===== src/rtl/i2c_byte_ctl.sv =====
`default_nettype none
// +--------------------------------------------------------------------------+
// | i2c_byte_ctl : byte-level I2C sequencer driving i2c_bit_ctl commands.    |
// | Option macro: I2C_BYTE_NACK_AUTOSTOP_EN (NACK after write forces STOP).  |
// | Revision: 1.0                                                            |
// +--------------------------------------------------------------------------+
module i2c_byte_ctl #(
  parameter int CMD_W = 3
) (
  input  logic             sysclk_i,
  input  logic             reset_n_i,
  input  logic             enable_i,
  input  logic             go_i,
  input  logic             start_i,
  input  logic             stop_i,
  input  logic             write_i,
  input  logic             read_i,
  input  logic             ack_i,
  input  logic [7:0]       din_i,
  output logic [7:0]       dout_o,
  output logic             done_o,
  output logic             busy_o,
  output logic             rxack_o,
  output logic             arblost_o,
  output logic [CMD_W-1:0] bit_cmd_o,
  input  logic             bit_cmd_ack_i,
  output logic             bit_txd_o,
  input  logic             bit_rxd_i,
  input  logic             arblost_i
);

  localparam logic [CMD_W-1:0] CMD_IDLE   = CMD_W'(0);
  localparam logic [CMD_W-1:0] CMD_START  = CMD_W'(1);
  localparam logic [CMD_W-1:0] CMD_STOP   = CMD_W'(2);
  localparam logic [CMD_W-1:0] CMD_WRITE  = CMD_W'(3);
  localparam logic [CMD_W-1:0] CMD_READ   = CMD_W'(4);
  localparam logic [CMD_W-1:0] CMD_WR_ACK = CMD_W'(5);
  localparam logic [CMD_W-1:0] CMD_RD_ACK = CMD_W'(6);

  localparam logic [2:0] ST_IDLE  = 3'd0;
  localparam logic [2:0] ST_START = 3'd1;
  localparam logic [2:0] ST_WRITE = 3'd2;
  localparam logic [2:0] ST_READ  = 3'd3;
  localparam logic [2:0] ST_ACK   = 3'd4;
  localparam logic [2:0] ST_STOP  = 3'd5;

  logic [2:0]       state, state_nxt;
  logic [CMD_W-1:0] cmd, cmd_nxt;
  logic             txd, txd_nxt;
  logic [7:0]       sr, sr_nxt;
  logic [2:0]       cnt, cnt_nxt;
  logic [7:0]       dout, dout_nxt;
  logic             done, done_nxt;
  logic             busy, busy_nxt;
  logic             rxack, rxack_nxt;
  logic             arblost, arblost_nxt;
  logic             req_start, req_start_nxt;
  logic             req_stop, req_stop_nxt;
  logic             req_write, req_write_nxt;
  logic             req_read, req_read_nxt;
  logic             req_ack, req_ack_nxt;

  logic       any_flag;
  logic       accept;
  logic       arb;
  logic       step;
  logic       ack_stop;
  logic [2:0] after_start;

  assign any_flag = start_i | stop_i | write_i | read_i;
  assign accept   = enable_i && (state == ST_IDLE) && go_i && any_flag;
  // arbitration loss outranks a simultaneous bit acknowledge
  assign arb      = enable_i && (state != ST_IDLE) && arblost_i;
  assign step     = enable_i && (state != ST_IDLE) && !arblost_i && bit_cmd_ack_i;

`ifdef I2C_BYTE_NACK_AUTOSTOP_EN
  assign ack_stop = req_stop | (req_write & bit_rxd_i);
`else
  assign ack_stop = req_stop;
`endif

  always_comb begin
    if (req_write)     after_start = ST_WRITE;
    else if (req_read) after_start = ST_READ;
    else if (req_stop) after_start = ST_STOP;
    else               after_start = ST_IDLE;
  end

  always_ff @(posedge sysclk_i or negedge reset_n_i) begin
    if (!reset_n_i) begin
      state     <= ST_IDLE;
      cmd       <= CMD_IDLE;
      txd       <= 1'b1;
      sr        <= 8'h00;
      cnt       <= 3'd0;
      dout      <= 8'h00;
      done      <= 1'b0;
      busy      <= 1'b0;
      rxack     <= 1'b0;
      arblost   <= 1'b0;
      req_start <= 1'b0;
      req_stop  <= 1'b0;
      req_write <= 1'b0;
      req_read  <= 1'b0;
      req_ack   <= 1'b0;
    end else begin
      state     <= state_nxt;
      cmd       <= cmd_nxt;
      txd       <= txd_nxt;
      sr        <= sr_nxt;
      cnt       <= cnt_nxt;
      dout      <= dout_nxt;
      done      <= done_nxt;
      busy      <= busy_nxt;
      rxack     <= rxack_nxt;
      arblost   <= arblost_nxt;
      req_start <= req_start_nxt;
      req_stop  <= req_stop_nxt;
      req_write <= req_write_nxt;
      req_read  <= req_read_nxt;
      req_ack   <= req_ack_nxt;
    end
  end

  always_comb begin
    state_nxt = state;
    if (!enable_i || arb) begin
      state_nxt = ST_IDLE;
    end else begin
      case (state)
        ST_IDLE: begin
          if (accept) begin
            if (start_i)      state_nxt = ST_START;
            else if (write_i) state_nxt = ST_WRITE;
            else if (read_i)  state_nxt = ST_READ;
            else              state_nxt = ST_STOP;
          end
        end
        ST_START: if (bit_cmd_ack_i) state_nxt = after_start;
        ST_WRITE,
        ST_READ:  if (bit_cmd_ack_i && cnt == 3'd0) state_nxt = ST_ACK;
        ST_ACK:   if (bit_cmd_ack_i) state_nxt = ack_stop ? ST_STOP : ST_IDLE;
        ST_STOP:  if (bit_cmd_ack_i) state_nxt = ST_IDLE;
        default:  state_nxt = ST_IDLE;
      endcase
    end
  end

  always_comb begin
    cmd_nxt       = cmd;
    txd_nxt       = txd;
    sr_nxt        = sr;
    cnt_nxt       = cnt;
    dout_nxt      = dout;
    done_nxt      = 1'b0;
    busy_nxt      = busy;
    rxack_nxt     = rxack;
    arblost_nxt   = arblost;
    req_start_nxt = req_start;
    req_stop_nxt  = req_stop;
    req_write_nxt = req_write;
    req_read_nxt  = req_read;
    req_ack_nxt   = req_ack;
    if (!enable_i) begin
      cmd_nxt     = CMD_IDLE;
      txd_nxt     = 1'b1;
      cnt_nxt     = 3'd0;
      busy_nxt    = 1'b0;
      arblost_nxt = 1'b0;
    end else if (arb) begin
      cmd_nxt     = CMD_IDLE;
      txd_nxt     = 1'b1;
      cnt_nxt     = 3'd0;
      busy_nxt    = 1'b0;
      arblost_nxt = 1'b1;
      done_nxt    = 1'b1;
    end else begin
      if (accept) begin
        req_start_nxt = start_i;
        req_stop_nxt  = stop_i;
        req_write_nxt = write_i;
        req_read_nxt  = read_i & ~write_i;
        req_ack_nxt   = ack_i;
        sr_nxt        = din_i;
        busy_nxt      = 1'b1;
        arblost_nxt   = 1'b0;
      end
      if (step) begin
        case (state)
          ST_WRITE: sr_nxt = {sr[6:0], 1'b0};
          ST_READ:  sr_nxt = {sr[6:0], bit_rxd_i};
          ST_ACK: begin
            if (req_write) rxack_nxt = bit_rxd_i;
            else           dout_nxt  = sr;
          end
          default: ;
        endcase
        if ((state == ST_WRITE || state == ST_READ) && cnt != 3'd0)
          cnt_nxt = cnt - 3'd1;
        if (state_nxt == ST_IDLE) begin
          done_nxt = 1'b1;
          busy_nxt = 1'b0;
        end
      end
      // the command register always reflects the phase being entered
      if (accept || step) begin
        if ((state_nxt == ST_WRITE || state_nxt == ST_READ) && state_nxt != state)
          cnt_nxt = 3'd7;
        case (state_nxt)
          ST_START: begin cmd_nxt = CMD_START; txd_nxt = 1'b1;      end
          ST_WRITE: begin cmd_nxt = CMD_WRITE; txd_nxt = sr_nxt[7]; end
          ST_READ:  begin cmd_nxt = CMD_READ;  txd_nxt = 1'b1;      end
          ST_ACK: begin
            if (req_write_nxt) begin cmd_nxt = CMD_RD_ACK; txd_nxt = 1'b1;        end
            else               begin cmd_nxt = CMD_WR_ACK; txd_nxt = req_ack_nxt; end
          end
          ST_STOP:  begin cmd_nxt = CMD_STOP;  txd_nxt = 1'b1;      end
          default:  begin cmd_nxt = CMD_IDLE;  txd_nxt = 1'b1;      end
        endcase
      end
    end
  end

  assign bit_cmd_o = cmd;
  assign bit_txd_o = txd;
  assign dout_o    = dout;
  assign done_o    = done;
  assign busy_o    = busy;
  assign rxack_o   = rxack;
  assign arblost_o = arblost;

endmodule
`default_nettype wire


===== config.mk =====
export PLATFORM = sky130hd
export DESIGN_NAME = i2c_byte_ctl
export DESIGN_NICKNAME = d
export VERILOG_FILES = /design/src/rtl/i2c_byte_ctl.sv
export SDC_FILE = /design/constraint.sdc
export NUM_CORES = 1
export LEC_CHECK = 0
export BUFFER_PORTS_ARGS = -buffer_cell sky130_fd_sc_hd__buf_4
export CAP_MARGIN = 20
export CORE_ASPECT_RATIO = 0.9
export CORE_MARGIN = 1.5
export CORE_UTILIZATION = 45
export CTS_CLUSTER_DIAMETER = 30
export DETAILED_ROUTE_END_ITERATION = 16
export GPL_ROUTABILITY_DRIVEN = 1
export PLACE_DENSITY = 0.67
export SETUP_SLACK_MARGIN = 0.2
export SKIP_CTS_REPAIR_TIMING = 1
export SKIP_LAST_GASP = 1
export SLEW_MARGIN = 40
export SYNTH_ARGS = -nofsm -noshare
export SYNTH_HDL_FRONTEND = slang
export SYNTH_SLANG_ARGS = --single-unit

===== constraint.sdc =====
create_clock -name sysclk_i -period 3.2 [get_ports sysclk_i]
set_input_delay 0.64 -clock sysclk_i [delete_from_list [all_inputs] [get_ports sysclk_i]]
set_output_delay 0.64 -clock sysclk_i [all_outputs]
set_load 0.02 [all_outputs]

==> results.md, run 1 <==
* Worst-margin pin slew at 0.556 ns
* Crit-path slowest cell: or4b_2
* Reg2Reg Launch Point: state[1]$_DFF_PN0_
* IO Count at 36
* Max cap viols at 0
* Power per cell area at 527 nW/um^2
* Sw Pwr at roughly 370 uW
* Placer congestion estimate at 0.888
* DRT iter0 DRCs at 127
* CORE AREA at 3810 sq um
* Htree depth at 2
* Crit end category: flop
* P&R area growth vs syn at 21.2%
* CP arrival at 2.48 ns
* Max-slew headroom at a little over three fifths
* CTS root buf: clkbuf_8
* Max Slew Vio Count at 0
* CTS Buf Count at 5
* Setup_tns at 0 ns
* Fillcell total at roughly 340
* Slowest stage delay, CP at between 0.6 and 0.7 ns
* Post-synthesis cell area at 1840 sq um
* Fin nets at ~240
* CTS sink cnt at 34
* Detailed Place HPWL at ~3.2 mm
* Input/output buffers at 35
* Ant. Diodes at 0
* #FFs+latches synth at 34
* Ys flop type: dfrtp_1
* Design area at 2230 sq um
* Die W at around 70 um
* Routed len/inst at 16.0 um
* Critical path launch point: state[1]$_DFF_PN0_
* Setup CP Type: flop to flop
* Remaining DRCs at 0
* Crit Path Max Fanout at 14
* Reg clk slew, reported paths at 0.07 ns
* Total leakage power at 0.00107 uW
* Routed WL at 4.30 mm
* Clock group share of total power at 27.5%
* Die Y at 63.7 um
* RSZ-0062 raised after global routing: no
* FMAX at about 430 MHz
* Post-Synthesis Net Count at between 200 and 250
* Antenna-violating nets left at 0
* Clock skew at 0.00362 ns
* Post-Layout Cell Count at approximately 270
* Final Hold Viols at 0
* R2r setup slk at 0.89 ns
* Clock tree from TritonCTS: yes
* CP Launch Type: flop
* Dpl cells at 260
* First-pass GRT wire length at 7.33 mm
* Synthesized netlist cell count at about 180
* Site Rows at 21
* Ys Warns at 0
* Largest net degree at the start of global routing at 35
* Peak supply drop at approximately 0.28 mV
* Min Tclk post-route at 2.31 ns
* Full die area at 4480 sq um
* Skew-Pair Late Insertion Delay at 0.28 ns
* Initial antenna violation count at 0
* Drt via density at roughly 5.9
* Vias in the first global route at 1548
* Syn avg cell area at between 10 and 15 sq um
* Status: completed
* Yosys cell types at 54
* Critical register-to-register path endpoint: dout_o[2]$_DFFE_PN0P_
* Switching Fraction at 31.2%
* Seq pwr share at 47.6%
* Async SR Flop Fraction at 100%
* Vias at 1578
* Pre-CTS WS at 0.681 ns
* HP Class: input port to async pin
* # setup viols final at 0
* Data required, critical path at approximately 3.4 ns
* 1st-pass router iterations at 4
* Pint at 809 uW
* Area after DPL at 2140 sq um
* Cell Chain, Critical Path: nand2b_1 > or4b_2 > nor2_2 > mux2_2
* R2R cell count at 4
* CTS max path bufs at 2
* Starting Density at approximately half
* Global Route Usage Sum at 20.5%
* Pwr Total at 1170 uW
* Number of flops mapped to enable cells by yosys at 0
* Share of cells above drive strength 1 at 30.2%
* Share of the yosys chip area belonging to registers at 46.3%
* GR Overflow Total at 0
* Crit share post-route at about 72%
* Worst setup margin at approximately 0.89 ns
* Fraction of power consumed by combinational cells at 25.0%
power by group through the flow:
| stage | Clock, uW | Sequential (uW) | Combinational, uW |
|---|---|---|---|
| after global placement | 0 | 563 | 285 |
| final | 323 | 559 | 294 |
| after CTS | 329 | 558 | 295 |
| after floorplan | 0 | 572 | 167 |
| after global routing | 353 | 568 | 324 |
| after detailed placement | 0 | 565 | 293 |
routing by layer:
metal	up-vias	global-route usage [%]	share of wire, %
li1	750	-	-
met1	758	28.4	46
met2	65	31.3	45
met3	5	5.92	8.2
met4	0	6.01	0.74
met5	-	0	0
how the worst max path moves through the flow:
| stage | depth (start not counted) | end | slack (ns) |
|---|---|---|---|
| final | 4 | dout_o[2]$_DFFE_PN0P_ | 0.89 |
| after global routing | 4 | dout_o[2]$_DFFE_PN0P_ | 0.78 |
| after CTS | 4 | dout_o[2]$_DFFE_PN0P_ | 0.89 |
| after detailed placement | 5 | dout_o[2]$_DFFE_PN0P_ | 0.68 |
| after global placement | 5 | dout_o[6]$_DFFE_PN0P_ | 0.72 |
| after floorplan | 5 | dout_o[0]$_DFFE_PN0P_ | 0.94 |
critical path: cells and delay by family, from the launching register on:
family | cells | cell delay, ns
muxes | 1 | 0.39
and+or+nand+nor | 3 | 1.26
DFF | 1 | 0.54
kinds of logic (layout without fill, tap and decap cells):
| kind of cell | count (synthesis) | after routing | synth area share (%) |
|---|---|---|---|
| XOR/XNOR | 2 | 2 | 0.952 |
| adder cells (fa/ha/maj) | 2 | 2 | 1.36 |
| AND/OR/NAND/NOR | 72 | 72 | 22.3 |
| flip-flops | 34 | 34 | 46.3 |
| buffers and inverters | 17 | 55 | 4.01 |
| multiplexers | 12 | 12 | 7.34 |
| AO/OA/AOI/OAI | 45 | 45 | 17.7 |
cells in the mapped netlist (2+ instances only):
master	instances	area (sq um)
a211o_1	2	17.5
or2_2	2	12.5
a31oi_1	2	12.5
o21a_1	3	22.5
nand3_1	7	35.0
and2b_1	2	15.0
o21ai_0	6	30.0
buf_2	5	25.0
a21oi_1	7	35.0
and2_1	3	18.8
nor3_1	5	25.0
nor2b_1	2	12.5
o31a_1	2	17.5
or3_1	2	12.5
dfrtp_1	33	826
nor2_1	18	67.6
mux2_2	12	135
or4b_2	2	20.0
ha_1	2	25.0
nand2_1	11	41.3
and3_1	5	31.3
o22ai_1	7	43.8
inv_1	10	37.5
nand2b_1	4	25.0
placed cells by master, fill, tap and decap left out, types with 3 or more instances in the layout:
master,count
clkbuf_8,6
a21oi_1,7
nand2_1,11
mux2_2,12
o21ai_0,6
nand2b_1,4
inv_1,10
nor2_1,18
buf_4,37
dfrtp_1,33
nand3_1,7
and2_1,3
nor3_1,5
o21a_1,3
and3_1,5
o22ai_1,7
area by class of cell:
type / instances / area [sq um] / share of cell area (%)
Tap cell: 46 / 57.6 / 2.58
Multi-Input combinational cell: 133 / 915 / 41.0
Clock inverter: 1 / 5.00 / 0.224
Timing Repair Buffer: 37 / 278 / 12.5
Inverter: 10 / 37.5 / 1.68
Clock buffer: 7 / 86.3 / 3.87
Sequential cell: 34 / 852 / 38.2
flip-flops by register name, summed over array words and instances, names as in the netlist, 3 cells and up:
register   count
cnt            3
sr             8
bit_cmd_o      3
state          3
dout_o         8
per-stage QoR:
stage	hold slack (ns)	util, %
2_1_floorplan	0.344	-
4_1_cts	0.308	58.6
5_1_grt	0.323	58.6
3_3_place_gp	0.483	56.2
6_report	0.298	58.6
3_5_place_dp	0.484	56.2
No activity file was read; power rests on OpenSTA's default activity.
==> inputs of run 2 (changes only) <==
clock period = 2.3 ns   (was 3.2 ns; I/O delays follow)
==> run 2 against run 1 <==
Maximum frequency increased by 13%. Die area did not move. Critical path depth increased by 1.
==> results.md, run 2 (synthesis results as in run 1) <==
* Status: completed
* Die Y at 63.7 um
* GR Overflow Total at 0
* Fillcell total at slightly above 300
* Input/output buffers at 35
* CTS sink cnt at 34
* R2R cell count at 5
* Skew-Pair Late Insertion Delay at 0.29 ns
* Remaining DRCs at 0
* Vias in the first global route at 1588
* Data required, critical path at 2.51 ns
* Peak supply drop at 0.421 mV
* Crit end category: flop
* P&R area growth vs syn at 26.5%
* RSZ-0062 raised after global routing: yes
* Site Rows at 21
* CTS Buf Count at 5
* Routed WL at 4.46 mm
* Drt via density at a little under 6
* FMAX at 489 MHz
* Crit Path Max Fanout at 10
* IO Count at 36
* # setup viols final at 0
* Power per cell area at slightly above 700 nW/um^2
* Critical register-to-register path endpoint: cnt[2]$_DFF_PN0_
* Max cap viols at 0
* Routed len/inst at about 16 um
* Design area at roughly 2300 sq um
* Clock tree from TritonCTS: yes
* Vias at 1621
* Area after DPL at 2190 sq um
* Hold_ws at 0.0937 ns
* Reg2Reg Launch Point: state[0]$_DFF_PN0_
* Global Route Usage Sum at about 22%
* Final Hold Viols at 0
* Die W at 70.4 um
* CP arrival at between 2 and 2.5 ns
* Most frequent cells in the layout: 43 x buf_4, 30 x dfrtp_1, 18 x nor2_1, 12 x mux2_2, 11 x nand2_1
* Setup_tns at 0 ns
* Total leakage power at 0.00111 uW
* 1st-pass router iterations at 4
* Fin nets at 250
* CTS max path bufs at 2
* HP Class: input port to async pin
* Commonest non-fill, non-tap cell in the layout: buf_4
* Pwr Total at 1660 uW
* First-pass GRT wire length at 7.79 mm
* Crit share post-route at 89.0%
* DRT iter0 DRCs at 81
* Reg clk slew, reported paths at 0.07 ns
* Multi-input logic area at 943 sq um
* Worst setup margin at 0.253 ns
* Starting Density at 48.3%
* Reg area at 856 sq um
* CORE AREA at 3810 sq um
* Max-slew headroom at 61.5%
* Pre-CTS WS at 0.0252 ns
* Antenna-violating nets left at 0
* Largest net degree at the start of global routing at 35
* Max Slew Vio Count at 0
* Min Tclk post-route at just over 2 ns
* CTS root buf: clkbuf_8
* Setup CP Type: flop to flop
* Full die area at 4480 sq um
* CP Launch Type: flop
* Htree depth at 2
* Placer congestion estimate at roughly 0.97
* Worst-margin pin slew at 0.572 ns
* Initial antenna violation count at 0
* R2r setup slk at roughly 0.25 ns
* Detailed Place HPWL at ~3.3 mm
* Share of cells above drive strength 1 at 35.8%
* Ant. Diodes at 0
* Clock skew at about 0.008 ns
[run 2: worst max path at each step]
stage,start,to,slack [ns],depth (start not counted)
after detailed placement,enable_i,bit_txd_o$_DFFE_PN1P_,0.03,6
after global placement,enable_i,bit_txd_o$_DFFE_PN1P_,0.02,6
after CTS,state[2]$_DFF_PN0_,bit_txd_o$_DFFE_PN1P_,0.02,5
final,state[0]$_DFF_PN0_,cnt[2]$_DFF_PN0_,0.25,5
after global routing,state[2]$_DFF_PN0_,done_o$_DFF_PN0_,0.16,5
after floorplan,enable_i,dout_o[0]$_DFFE_PN0P_,0.22,5
[run 2: area by class of cell]
type	instances	area share, %
sequential	34	36.8
clock buffer	7	3.71
clock inverter	1	0.215
inverter	10	1.61
timing repair buffer	44	14.7
tap	46	2.47
multi-input combinational	133	40.5
[run 2: routing by layer]
metal	global-route usage, %	share of wire, %	up-vias
li1	-	-	760
met1	31.2	48	794
met2	32.3	44	57
met3	4.80	5.8	10
met4	10.1	2.2	0
met5	0	0	-
[run 2: metrics by stage]
step	utilization, %	std cells
6_report	61.1	275
5_1_grt	61.1	275
4_1_cts	59.9	273
3_5_place_dp	57.5	265
3_3_place_gp	57.5	265
2_1_floorplan	-	184
[run 2: power breakdown]
| group | switching (uW) | internal, uW |
|---|---|---|
| Combinational | 230 | 204 |
| Sequential | 82.0 | 695 |
| Clock | 210 | 241 |
[run 2: worst max-delay path, cell delays in order (launching register included)]
cell and delay (ns):
dfrtp_2 0.48, nor4b_4 0.39, nand2_1 0.11, o311a_2 0.45, or3_1 0.38, a21oi_1 0.16
==> inputs of run 3 (changes only) <==
ABC_AREA = 1   (was default)
clock period = 2.6 ns   (was 2.3 ns; I/O delays follow)
==> run 3 against run 2 <==
Synthesized area down 0.41%. Clock skew up 0.0019 ns. Setup slack better by 0.45 ns. Clock-buffer cell count unchanged. Die area down 0.38%. Maximum frequency up 7.8%. Clock power up 12%. Highest routed layer unchanged. Worst hold slack better by 0.070 ns. Utilization down 1.9 points. Synthesized cell count up 19%. Sequential share of layout area up 1.0 points.
==> results.md, run 3 <==
* Simple-gate portion of the synthesized area at between 30% and 40%
* Post-Layout Cell Count at 305
* Global Route Usage Sum at 20.8%
* 1st-pass router iterations at 4
* Crit-path slowest cell: dfrtp_1
* Largest net degree at the start of global routing at 35
* Antenna-violating nets left at 0
* Crit Path Max Fanout at 11
* Die W at 70.3 um
* R2R cell count at 9
* Peak supply drop at approximately 0.36 mV
* Routed WL at 4.00 mm
* Vias at ~1500
* Min Tclk post-route at around 1.9 ns
* R2r setup slk at 0.70 ns
* Syn avg cell area at 8.37 sq um
* Htree depth at 2
* Yosys cell types at 29
* Max-slew headroom at between 60 and 70%
* Cell Chain, Critical Path: nor2_4 > nand2_4 > nand3_2 > nand2_1 > inv_2 > nand2_2 > inv_2 > nand2_2 > a31oi_1
* Number of flops mapped to enable cells by yosys at 0
* HP Class: input port to async pin
* Ys flop type: dfrtp_1
* Routed len/inst at 13.1 um
* Drt via density at between 4 and 5
* Post-synth top cells: 52 x nand2_1, 33 x dfrtp_1, 26 x inv_1
* Max cap viols at 0
* Post-Synthesis Net Count at 241
* Ys Warns at 0
* Commonest non-fill, non-tap cell in the layout: nand2_1
* Share of the synthesized area in the top cell type at 45.1%
* Clock tree from TritonCTS: yes
* GR Overflow Total at 0
* Crit share post-route at 73.0%
* Most frequent cells in the layout: 52 x nand2_1, 35 x buf_4, 33 x dfrtp_1, 26 x inv_1, 20 x nor2_1
* #FFs+latches synth at 34
* Synthesized netlist cell count at 219
* Worst-margin pin slew at 0.467 ns
* Worst Path Buf+Inv at 2
* Starting Density at 48.1%
* CTS max path bufs at 2
* Remaining DRCs at 0
* Post-synthesis mux area share at 1.84%
* Clock skew at 0.0100 ns
* Vias in the first global route at 1475
* Post-synthesis cell area at ~1800 sq um
* P&R area growth vs syn at 23.0%
* Async SR Flop Fraction at 100%
* Site Rows at 21
* Xor/xnor share of the synthesized area at less than 1%
* Setup_tns at 0 ns
* Status: completed
* Share of cells above drive strength 1 at approximately 29%
* Dpl cells at 297
* Fin nets at 280
* Skew-Pair Late Insertion Delay at ~0.29 ns
* CTS root buf: clkbuf_8
* Yosys top cell by area: dfrtp_1
* Initial antenna violation count at 0
* Ant. Diodes at 0
* # setup viols final at 0
* First-pass GRT wire length at 7.15 mm
* Setup CP Type: flop to flop
* Die Y at ~64 um
* RSZ-0062 raised after global routing: no
* CP arrival at 2.08 ns
* Worst path top cell family by delay: simple AND/OR/NAND/NOR gates
* Data required, critical path at 2.79 ns
* FMAX at 527 MHz
* CTS Buf Count at 5
* Crit end category: flop
* Most frequent cell after synthesis: nand2_1
* Placer congestion estimate at 0.871
* Share of the yosys chip area belonging to registers at between 40% and 50%
* Input/output buffers at 35
* CORE AREA at 3810 sq um
* CTS sink cnt at 34
* Reg2Reg Launch Point: state[0]$_DFF_PN0_
* Synth Area in Compound Gates at 8.74%
* IO Count at 36
* Synth area leaders: dfrtp_1 45%, nand2_1 11%, inv_1 5.3%
* Detailed Place HPWL at between 3 and 4 mm
* Max Slew Vio Count at 0
* DRT iter0 DRCs at roughly 120
* Critical path launch point: state[0]$_DFF_PN0_
* Slowest stage delay, CP at 0.45 ns
* Full die area at between 4000 and 5000 sq um
* Main combinational cell family by area after synthesis: simple AND/OR/NAND/NOR gates
* Power per cell area at 625 nW/um^2
* Reg clk slew, reported paths at ~0.07 ns
* CP Launch Type: flop
* Post-synthesis adder-cell area fraction at 1.37%
* Critical register-to-register path endpoint: cnt[2]$_DFF_PN0_
* Total leakage power at 0.00121 uW
* Final Hold Viols at 0
[run 3: worst reg2reg max path, delay by kind of cell, from the launching register on]
family	cells	cell delay, ns
AO/OA/AOI/OAI	1	0.21
buffers and inverters	2	0.33
flip-flops	1	0.45
AND/OR/NAND/NOR	6	0.81
[run 3: power breakdown]
group	internal (uW)	leakage, uW	switching [uW]	total (uW)
Combinational	105	0.000715	176	280
Clock	313	0.0000585	192	504
Sequential	587	0.000435	37.6	625
Total	1000	0.00121	405	1410
[run 3: layout make-up]
| type | count | area, sq um |
|---|---|---|
| Clock buffer | 7 | 86.3 |
| Timing Repair Buffer | 35 | 263 |
| Fill cell | 350 | 1560 |
| Tap cell | 46 | 57.6 |
| Inverter | 31 | 116 |
| Sequential cell | 34 | 852 |
| Clock inverter | 1 | 30.0 |
| Multi-Input combinational cell | 151 | 850 |
[run 3: per-layer routing]
layer | GRT usage, % | vias up | share of wire, %
li1 | - | 779 | -
met1 | 30.9 | 688 | 51
met2 | 29.5 | 40 | 43
met3 | 4.48 | 7 | 4.3
met4 | 7.69 | 0 | 1.6
met5 | 0 | - | 0
[run 3: kinds of logic after synthesis]
logic type      count (synthesis)
mux                             3
compound gates                 26
xor+xnor                        1
flops                          34
buf+inv                        34
simple gates                  119
fa+ha+maj                       2
[run 3: metrics by stage]
stage / cell area (sq um) / utilization [%] / power, uW / setup slack [ns] / hold WS [ns]
3_3_place_gp: 2140 / 56.1 / 911 / 0.736 / 0.467
3_5_place_dp: 2140 / 56.1 / 915 / 0.624 / 0.472
2_1_floorplan: 1830 / - / 811 / 1.04 / 0.224
5_1_grt: 2250 / 59.2 / 1490 / 0.535 / 0.192
4_1_cts: 2250 / 59.2 / 1420 / 0.755 / 0.184
6_report: 2250 / 59.2 / 1410 / 0.701 / 0.163
[run 3: worst max-delay path by stage]
stage,end,slack [ns],cells past startpoint
2_1_floorplan,busy_o$_DFF_PN0_,1.04,7
4_1_cts,bit_cmd_o[2]$_DFFE_PN0P_,0.75,10
3_3_place_gp,bit_cmd_o[0]$_DFFE_PN0P_,0.74,9
3_5_place_dp,bit_cmd_o[1]$_DFFE_PN0P_,0.62,9
5_1_grt,bit_cmd_o[2]$_DFFE_PN0P_,0.53,10
6_report,cnt[2]$_DFF_PN0_,0.70,9
